[src/rtl/dino_pkg.sv]
// Shared types and default constants for the Dino Run game sequencer.
package dino_pkg;

  typedef enum logic [1:0] {
    IDLE = 2'd0,
    RUN  = 2'd1,
    HIT  = 2'd2,
    OVER = 2'd3
  } game_state_t;

  localparam int DEF_TICK_DIV       = 2_000_000;
  localparam int DEF_PASS_PER_LEVEL = 12;
  localparam int DEF_SPEED_INIT     = 1;
  localparam int DEF_SPEED_MAX      = 15;
  localparam int DEF_HIT_CYCLES     = 25_000_000;
  localparam int SCORE_DIGITS       = 5;
  localparam int SPEED_W            = 11;

endpackage

[src/rtl/dino_bcd_counter.sv]
// Multi-digit BCD up-counter with synchronous clear; wraps from all-nines to zero.
module dino_bcd_counter #(
  parameter int DIGITS = 5
) (
  input  logic                clk,
  input  logic                reset,
  input  logic                clear,
  input  logic                inc,
  output logic [4*DIGITS-1:0] value
);

  logic [4*DIGITS-1:0] value_d;
  logic                carry;
  logic [3:0]          nib;

  // Ripple the +1 through the digits; a 9 with carry-in becomes 0 and passes the carry on.
  always_comb begin
    value_d = value;
    carry   = inc;
    nib     = '0;
    for (int i = 0; i < DIGITS; i++) begin
      nib = value[4*i +: 4];
      if (carry) begin
        if (nib == 4'd9) begin
          value_d[4*i +: 4] = 4'd0;
        end else begin
          value_d[4*i +: 4] = nib + 4'd1;
          carry             = 1'b0;
        end
      end
    end
  end

  // Score register; clear wins over increment.
  always_ff @(posedge clk) begin
    if (!reset) begin
      value <= '0;
    end else if (clear) begin
      value <= '0;
    end else begin
      value <= value_d;
    end
  end

endmodule

[src/rtl/dino_game_ctrl.sv]
// Dino Run game sequencer: game FSM, motion tick, speed ramp, BCD score, start edge detect.
module dino_game_ctrl
  import dino_pkg::*;
#(
  parameter int TICK_DIV       = DEF_TICK_DIV,
  parameter int PASS_PER_LEVEL = DEF_PASS_PER_LEVEL,
  parameter int SPEED_INIT     = DEF_SPEED_INIT,
  parameter int SPEED_MAX      = DEF_SPEED_MAX,
  parameter int HIT_CYCLES     = DEF_HIT_CYCLES
) (
  input  logic                      clk,
  input  logic                      reset,
  input  logic                      btn_start,
  input  logic                      collision,
  input  logic                      obstacle_wrap,
  output logic                      tick,
  output logic [SPEED_W-1:0]        speed,
  output logic [1:0]                anim_phase,
  output logic [4*SCORE_DIGITS-1:0] score_bcd,
  output logic [1:0]                state,
  output logic                      game_over,
  output logic                      clear_obstacles
);

  localparam int TW = $clog2(TICK_DIV);
  localparam int HW = $clog2(HIT_CYCLES + 1);
  localparam int PW = (PASS_PER_LEVEL > 1) ? $clog2(PASS_PER_LEVEL) : 1;
  localparam logic [SPEED_W-1:0] SPEED_INIT_V = SPEED_W'(SPEED_INIT);
  localparam logic [SPEED_W-1:0] SPEED_MAX_V  = SPEED_W'(SPEED_MAX);

  game_state_t        state_q, state_d;
  logic               btn_q;
  logic [TW-1:0]      tick_cnt_q, tick_cnt_d;
  logic [HW-1:0]      hit_cnt_q, hit_cnt_d;
  logic [PW-1:0]      pass_q, pass_d;
  logic [SPEED_W-1:0] speed_q, speed_d;
  logic [1:0]         anim_q, anim_d;
  logic               tick_q, clr_q, over_q;

  logic start_edge, restart, tick_fire, hit_done;

  assign start_edge = btn_start & ~btn_q;
  assign restart    = start_edge && (state_q == IDLE || state_q == OVER);
  // Collision suppresses the tick and freezes the divider in the same cycle.
  assign tick_fire  = (state_q == RUN) && !collision && (tick_cnt_q == TW'(TICK_DIV - 1));
  assign hit_done   = (state_q == HIT) && (hit_cnt_q == HW'(HIT_CYCLES - 1));

  // State register.
  always_ff @(posedge clk) begin
    if (!reset) state_q <= IDLE;
    else        state_q <= state_d;
  end

  // Next-state logic.
  always_comb begin
    state_d = state_q;
    case (state_q)
      IDLE:    if (start_edge) state_d = RUN;
      RUN:     if (collision)  state_d = HIT;
      HIT:     if (hit_done)   state_d = OVER;
      OVER:    if (start_edge) state_d = RUN;
      default: state_d = IDLE;
    endcase
  end

  // Next values for the divider, hit timer, pass count, speed and animation phase.
  always_comb begin
    tick_cnt_d = tick_cnt_q;
    hit_cnt_d  = hit_cnt_q;
    pass_d     = pass_q;
    speed_d    = speed_q;
    anim_d     = anim_q;
    case (state_q)
      IDLE, OVER: begin
        if (restart) begin
          tick_cnt_d = '0;
          pass_d     = '0;
          speed_d    = SPEED_INIT_V;
        end
      end
      RUN: begin
        if (!collision) begin
          tick_cnt_d = tick_fire ? '0 : tick_cnt_q + TW'(1);
        end else begin
          hit_cnt_d = '0;
        end
        if (tick_fire) anim_d = anim_q + 2'd1;
        if (obstacle_wrap) begin
          if (pass_q == PW'(PASS_PER_LEVEL - 1)) begin
            pass_d  = '0;
            speed_d = (speed_q < SPEED_MAX_V) ? speed_q + SPEED_W'(1) : SPEED_MAX_V;
          end else begin
            pass_d = pass_q + PW'(1);
          end
        end
      end
      HIT: begin
        hit_cnt_d = hit_done ? '0 : hit_cnt_q + HW'(1);
      end
      default: ;
    endcase
  end

  // Datapath and registered outputs.
  always_ff @(posedge clk) begin
    if (!reset) begin
      btn_q      <= 1'b0;
      tick_cnt_q <= '0;
      hit_cnt_q  <= '0;
      pass_q     <= '0;
      speed_q    <= SPEED_INIT_V;
      anim_q     <= 2'd0;
      tick_q     <= 1'b0;
      clr_q      <= 1'b0;
      over_q     <= 1'b0;
    end else begin
      btn_q      <= btn_start;
      tick_cnt_q <= tick_cnt_d;
      hit_cnt_q  <= hit_cnt_d;
      pass_q     <= pass_d;
      speed_q    <= speed_d;
      anim_q     <= anim_d;
      tick_q     <= tick_fire;
      clr_q      <= restart;
      over_q     <= (state_d == OVER);
    end
  end

  dino_bcd_counter #(
    .DIGITS(SCORE_DIGITS)
  ) u_score (
    .clk   (clk),
    .reset (reset),
    .clear (restart),
    .inc   (tick_fire),
    .value (score_bcd)
  );

  assign tick            = tick_q;
  assign speed           = speed_q;
  assign anim_phase      = anim_q;
  assign state           = state_q;
  assign game_over       = over_q;
  assign clear_obstacles = clr_q;

endmodule
[config.mk]
export PLATFORM = sky130hd
export DESIGN_NAME = dino_game_ctrl
export DESIGN_NICKNAME = d
export VERILOG_FILES = /design/src/rtl/dino_pkg.sv /design/src/rtl/dino_bcd_counter.sv /design/src/rtl/dino_game_ctrl.sv
export SDC_FILE = /design/constraint.sdc
export NUM_CORES = 1
export LEC_CHECK = 0
export CORE_MARGIN = 3
export CORE_UTILIZATION = 57
export CTS_BUF_LIST = sky130_fd_sc_hd__clkbuf_4 sky130_fd_sc_hd__clkbuf_8 sky130_fd_sc_hd__clkbuf_16
export DETAILED_ROUTE_END_ITERATION = 10
export DONT_BUFFER_PORTS = 1
export PLACE_DENSITY_LB_ADDON = 0.12
export SYNTH_ARGS = -nofsm -noshare
export SYNTH_HDL_FRONTEND = slang
export SYNTH_HIERARCHICAL = 1
export SYNTH_SLANG_ARGS = --single-unit
[constraint.sdc]
create_clock -name clk -period 3 [get_ports clk]
set_input_delay 0.3 -clock clk [delete_from_list [all_inputs] [get_ports clk]]
set_output_delay 0.3 -clock clk [all_outputs]
set_load 0.05 [all_outputs]
* Word-level counts from Yosys, hierarchy flattened
Cells that the tools add are included.
** Word-level totals
- Logic and storage cells :: 95
- Input port bits :: 5
- Register bits after elaboration :: 89
** Operators by class
- Magnitude comparators :: 1
- Reduce and logical (&&, ||, !) cells :: 16
- Bitwise logic cells :: 3
- Muxes and demuxes :: 33
- Add/sub/neg operators :: 10
- Equal/unequal tests :: 17
** Operators by type and width (count)
- $mux 21 :: 3
- $mux 25 :: 2
- $pmux 25 s2 :: 1
- $mux 11 :: 4
- $pmux 21 s2 :: 1
- $mux 4 :: 8
- $add 25x1->25 const B :: 1
- $eq 25x25->1 const B :: 1
- $add 4x1->4 const B :: 6
- $eq 4x4->1 const B :: 6
- $pmux 11 s2 :: 1
- $add 21x1->21 const B :: 1
- $eq 21x21->1 const B :: 1
- $add 11x1->11 const B :: 1
- $lt 11x4->1 const B :: 1
- $mux 1 :: 8
- $pmux 4 s2 :: 1
- $eq 2x2->1 const B :: 3
- $mux 2 :: 3
- $ne 2x2->1 const B :: 3
- $pmux 2 s3 :: 1
- $reduce_and 3->1 :: 2
- $logic_and 1x1->1 :: 4
- $ne 2x1->1 const B :: 2
- 11 further kinds :: 15

* Logic depth before layout (Yosys ltp)
- Depth in word-level cells :: 7
- Gate-level depth with buffers :: 11

* By module
The synthesis kept the hierarchy.
** By module, submodules not included
- dino_game_ctrl :: sequential area each 1381.3 µm², cells each 406, area an instance 3473.3 µm², instances 1
- dino_bcd_counter :: sequential area each 400.4 µm², cells each 123, area an instance 1022.2 µm², instances 1

* Worst setup path after synthesis
No wires, ideal clock.
- Kind :: register -> register
- Start point :: register state_q[0], in the netlist state[0]
- End point :: register u_score.value[17]
- Path slack :: -0.167 ns
- Path buffers :: 1
- Data required time :: 2.930 ns
- Library setup time :: 0.070 ns
- Cell stages (with the launch flop) :: 10
- Data arrival time :: 3.097 ns
- Cells stage by stage :: dfxtp_1 ha_1 nand2b_1 or4_4 nor2_1 and4b_1 buf_2 nand4_2 or4_1 a21oi_1
** Between the ends
- Word-level cells in the longest chain between the ends :: 7
- Elaborated cells between the ends (all ways) :: 12
- Classes of those cells :: eq/ne (2); mux (4); reduce/logical (6)
** RTL lines
- start: declaration :: RTL line dino_game_ctrl.sv:31 : game_state_t state_q, state_d;
- start signal: assignment :: RTL line dino_game_ctrl.sv:51 : else state_q <= state_d;
- $eq 2x1->1 :: RTL line dino_game_ctrl.sv:45 : assign tick_fire = (state_q == RUN) && !collision && (tick_cnt_q == TW'(TICK_DIV - 1));
- $logic_and 1x1->1 (2 in series) :: RTL line dino_game_ctrl.sv:45
- net tick_fire :: RTL line dino_game_ctrl.sv:40 : logic start_edge, restart, tick_fire, hit_done;
- $mux 1 (4 in series) :: RTL line dino_bcd_counter.sv:23 : if (carry) begin
- end signal: assignment :: RTL line dino_bcd_counter.sv:41 : value <= value_d;
- end: declaration :: RTL line dino_bcd_counter.sv:9 : output logic [4*DIGITS-1:0] value
The timed path passes the listed nets, and every way through them passes these cells.
A chain may end at the register's enable or synchronous reset.

* Worst setup path in the final report
- Start point :: register tick_cnt_q[0]
- End point :: register u_score.value[17]
** Between the ends
- Word-level cells in the longest chain between the ends :: 6
** RTL lines
- start: declaration :: RTL line dino_game_ctrl.sv:33 : logic [TW-1:0] tick_cnt_q, tick_cnt_d;
- start signal: assignment :: RTL line dino_game_ctrl.sv:118 : tick_cnt_q <= tick_cnt_d;
- $eq 21x21->1 :: RTL line dino_game_ctrl.sv:45
- $logic_and 1x1->1 :: RTL line dino_game_ctrl.sv:45
- net tick_fire :: RTL line dino_game_ctrl.sv:40
- $mux 1 (4 in series) :: RTL line dino_bcd_counter.sv:23
The timed path passes the listed nets, and every way through them passes these cells.

==> impl_metrics.csv <==
group,metric,value,unit
cts,cts_buffer_depth,2,
hold_path,whs_path_depth,1,
logic_synthesis,synth-edff-count,0,
floorplanning,rows,31,
logic_synthesis,netlist_area,4500,um^2
floorplanning,core-area,7450,um^2
logic_synthesis,synth-simple-area-share,32.3,%
worst_setup_path,worst_ep_required_time,3.30,ns
drt,vias,3884,
cts,ctsHtreeMaxLevel,3,
drt,vias_per_cell,6.06,
drt,first_pass_iters,4,
logic_synthesis,ys_async_sr_fraction,0,%
logic_synthesis,ys_seq_area_share,39.6,%
cts,clkSinkCount,89,
status,status,"finished, final reports clean",
worst_setup_path,timing.rr.end,"u_score/value[17]",
sta,worst_slack,0.243,ns
logic_synthesis,synth_top_area_cell,"dfxtp_1",
logic_synthesis,synth_area_leaders,"dfxtp_1 (40%), nor2_1 (4.9%), xnor2_1 (4.7%)",
drt,ant_nets,0,
cts,cts_tree,"done",
cts,post_cts_buffers,0,
logic_synthesis,synth_top_family_by_area,"simple AND/OR/NAND/NOR gates",
sta,finClkSkew,0.0141,ns
sta,finalSetupViolCount,0,
sta,timing.final.hold_violations,0,
layout,drive_gt1_share,8.86,%
global_route,antenna_found_initial,0,
sta,max_slew.worst_pin.slew,0.750,ns
layout,final_util,65.3,%
logic_synthesis,synthMuxAreaShare,1.14,%
worst_setup_path,startpoint_type,"register",
worst_setup_path,reg2reg_slack,0.24,ns
power,peakVddDrop,0.219,mV
hold_path,hp-class,"input port to register",
worst_setup_path,crit_path_end_kind,"register",
layout,antenna_cells,0,
logic_synthesis,synth-xor-area-share,7.40,%
cts,cts.clk_slew.worst_paths,0.10,ns
cts,root_buffer,"clkbuf_8",
logic_synthesis,synth.most_common_cell,"dfxtp_1",
global_route,grt.overflow.total,0,
worst_setup_path,path_class,"register to register",
placement,dp_hpwl,6860,um
drt,drt-initial-drc-count,159,
floorplanning,die_h,94.8,um
logic_synthesis,yosysUniqueCellTypes,65,
global_route,grt_pass1_vias,3626,
layout,finalNonFillerCells,641,
global_route,grt_max_degree,23,
sta,rsz0062_at_grt,"false",
layout,finish.net_count,548,
sta,fmax,363,MHz
power,leakagePower,0.00164,uW
cts,numCtsBuffers,9,
global_route,globalRouteTotalUtil,23.0,%
sta,finalCritPeriodShare,91.9,%
run,maxCapViolCount,0,
power,power_density,513,nW/um^2
placement,place_ws,0.305,ns
logic_synthesis,ys_warn_count,6,
sta,final_max_slew_viol_count,0,
floorplanning,io-pin-count,43,
floorplanning,initial_core_util,60.4,%
worst_setup_path,crit_fanout,9,
worst_setup_path,r2r_start,"tick_cnt_q[0]",
drt,drt-wirelength-per-cell,15.0,um
cts,cts.hold.buffers_added,0,
logic_synthesis,ys_top_cells_by_count,"dfxtp_1 (89), nor2_1 (59), nand2_1 (38), a21oi_1 (24), xnor2_1 (24)",
drt,route.detailed.drc,0,
worst_setup_path,critPathArrivalTime,3.05,ns
hold_path,holdPathEnd,"btn_q",
placement,dpl.cell_count,625,
logic_synthesis,synthAdderAreaFrac,1.67,%
logic_synthesis,synth_cells,529,
sta,finalSetupTns,0,ns
drt,drt-total-wl,9620,um
floorplanning,die-area,8990,um^2
placement,gp_congestion,0.841,
placement,io_buffers,0,
logic_synthesis,synth_compound_area_share,14.3,%
sta,period_needed,2.76,ns
logic_synthesis,synth_nets,540,
hold_path,hp-start,"reset",
sta,slew_headroom,49.6,%
global_route,grt_first_pass_wirelength,16700,um
floorplanning,die_w,94.8,um
logic_synthesis,synthFlopType,"dfxtp_1",
cts,cts_resized,0,
worst_setup_path,worstRegToRegCells,8,
logic_synthesis,synth_top_area_share,39.6,%
logic_synthesis,synth_seq_cells,89,
logic_synthesis,syn_avg_cell_area,8.50,um^2
layout,area_delta_synth_final,8.13,%
cts,clk_latency,0.36,ns
## critical path, stage by stage (launching register included)
cell	delay (ns)
dfxtp_1	0.42
ha_1	0.23
nand3_1	0.10
or4_4	0.56
nor2_2	0.17
and4b_1	0.29
nand4_2	0.22
or4_1	0.56
a21oi_1	0.15
## worst max-delay path by stage
stage / start / end / slack (ns) / cells after the start
floorplan: state[1] / u_score/value[17] / 0.04 / 10
global placement: tick_cnt_q[0] / u_score/value[17] / 0.39 / 8
CTS: tick_cnt_q[0] / u_score/value[17] / 0.26 / 8
finish: tick_cnt_q[0] / u_score/value[17] / 0.24 / 8
detailed placement: tick_cnt_q[0] / u_score/value[17] / 0.31 / 8
global route: tick_cnt_q[0] / u_score/value[17] / 0.07 / 8
## logic make-up after synthesis
| group | count (synthesis) |
|---|---|
| and+or+nand+nor | 259 |
| xor gates and xnor gates | 38 |
| AOI/OAI and AO/OA | 95 |
| adders and majority gates | 6 |
| muxes | 5 |
| DFF | 89 |
| buffers and inverters | 37 |
## layout make-up
type                            instances  area, um^2
Inverter                               18        67.6
Clock buffer                            9         124
Timing Repair Buffer                   16         120
Sequential cell                        89        1780
Clock inverter                          7        83.8
Tap cell                               99         124
Fill cell                             650        2590
Multi-Input combinational cell        403        2560
## metrics by stage
stage / total power [uW] / cell area, um^2 / hold WS [ns]
floorplan: 1570 / 4500 / 0.427
global placement: 1650 / 4650 / 0.424
detailed placement: 1660 / 4650 / 0.425
CTS: 2530 / 4860 / 0.0389
global route: 2620 / 4860 / 0.0410
finish: 2490 / 4860 / 0.0513
## routing by layer
metal  part of all wire, %  track usage [%]  vias up
met5                     0                0        -
met4                   1.6             8.77        0
met3                   6.4             5.34       12
met2                    46             36.7      102
met1                    46             30.1     1838
li1                      -                -     1932
## state kept, by name, indices dropped and copies added, names as in the netlist
signal / count
tick_cnt_q: 21
pass_q: 4
state: 2
hit_cnt_q: 25
btn_q: 1
clear_obstacles: 1
anim_phase: 2
speed: 11
u_score/value: 20
game_over: 1
tick: 1
## power breakdown
| part | internal [uW] | leakage [uW] | switching, uW |
|---|---|---|---|
| clock | 403 | 0.000103 | 459 |
| combinational | 126 | 0.000815 | 247 |
| sequential | 1200 | 0.000718 | 53.5 |
| total | 1730 | 0.00164 | 760 |
## cells in the final DEF (no fill, tap or decap), drive strengths merged, types with 7 or more instances in the layout
master	count
buf	16
nand4	21
and2	9
o21a	9
nand2b	7
nand3	22
xor2	14
nor2b	13
or4	7
and3	10
nand3b	7
nor3	16
a21oi	25
and4	10
nand2	38
dfxtp	89
nor2	59
nor4	10
xnor2	24
clkbuf	9
o21ai	22
inv	23
Power figures use the tool's default switching activity.
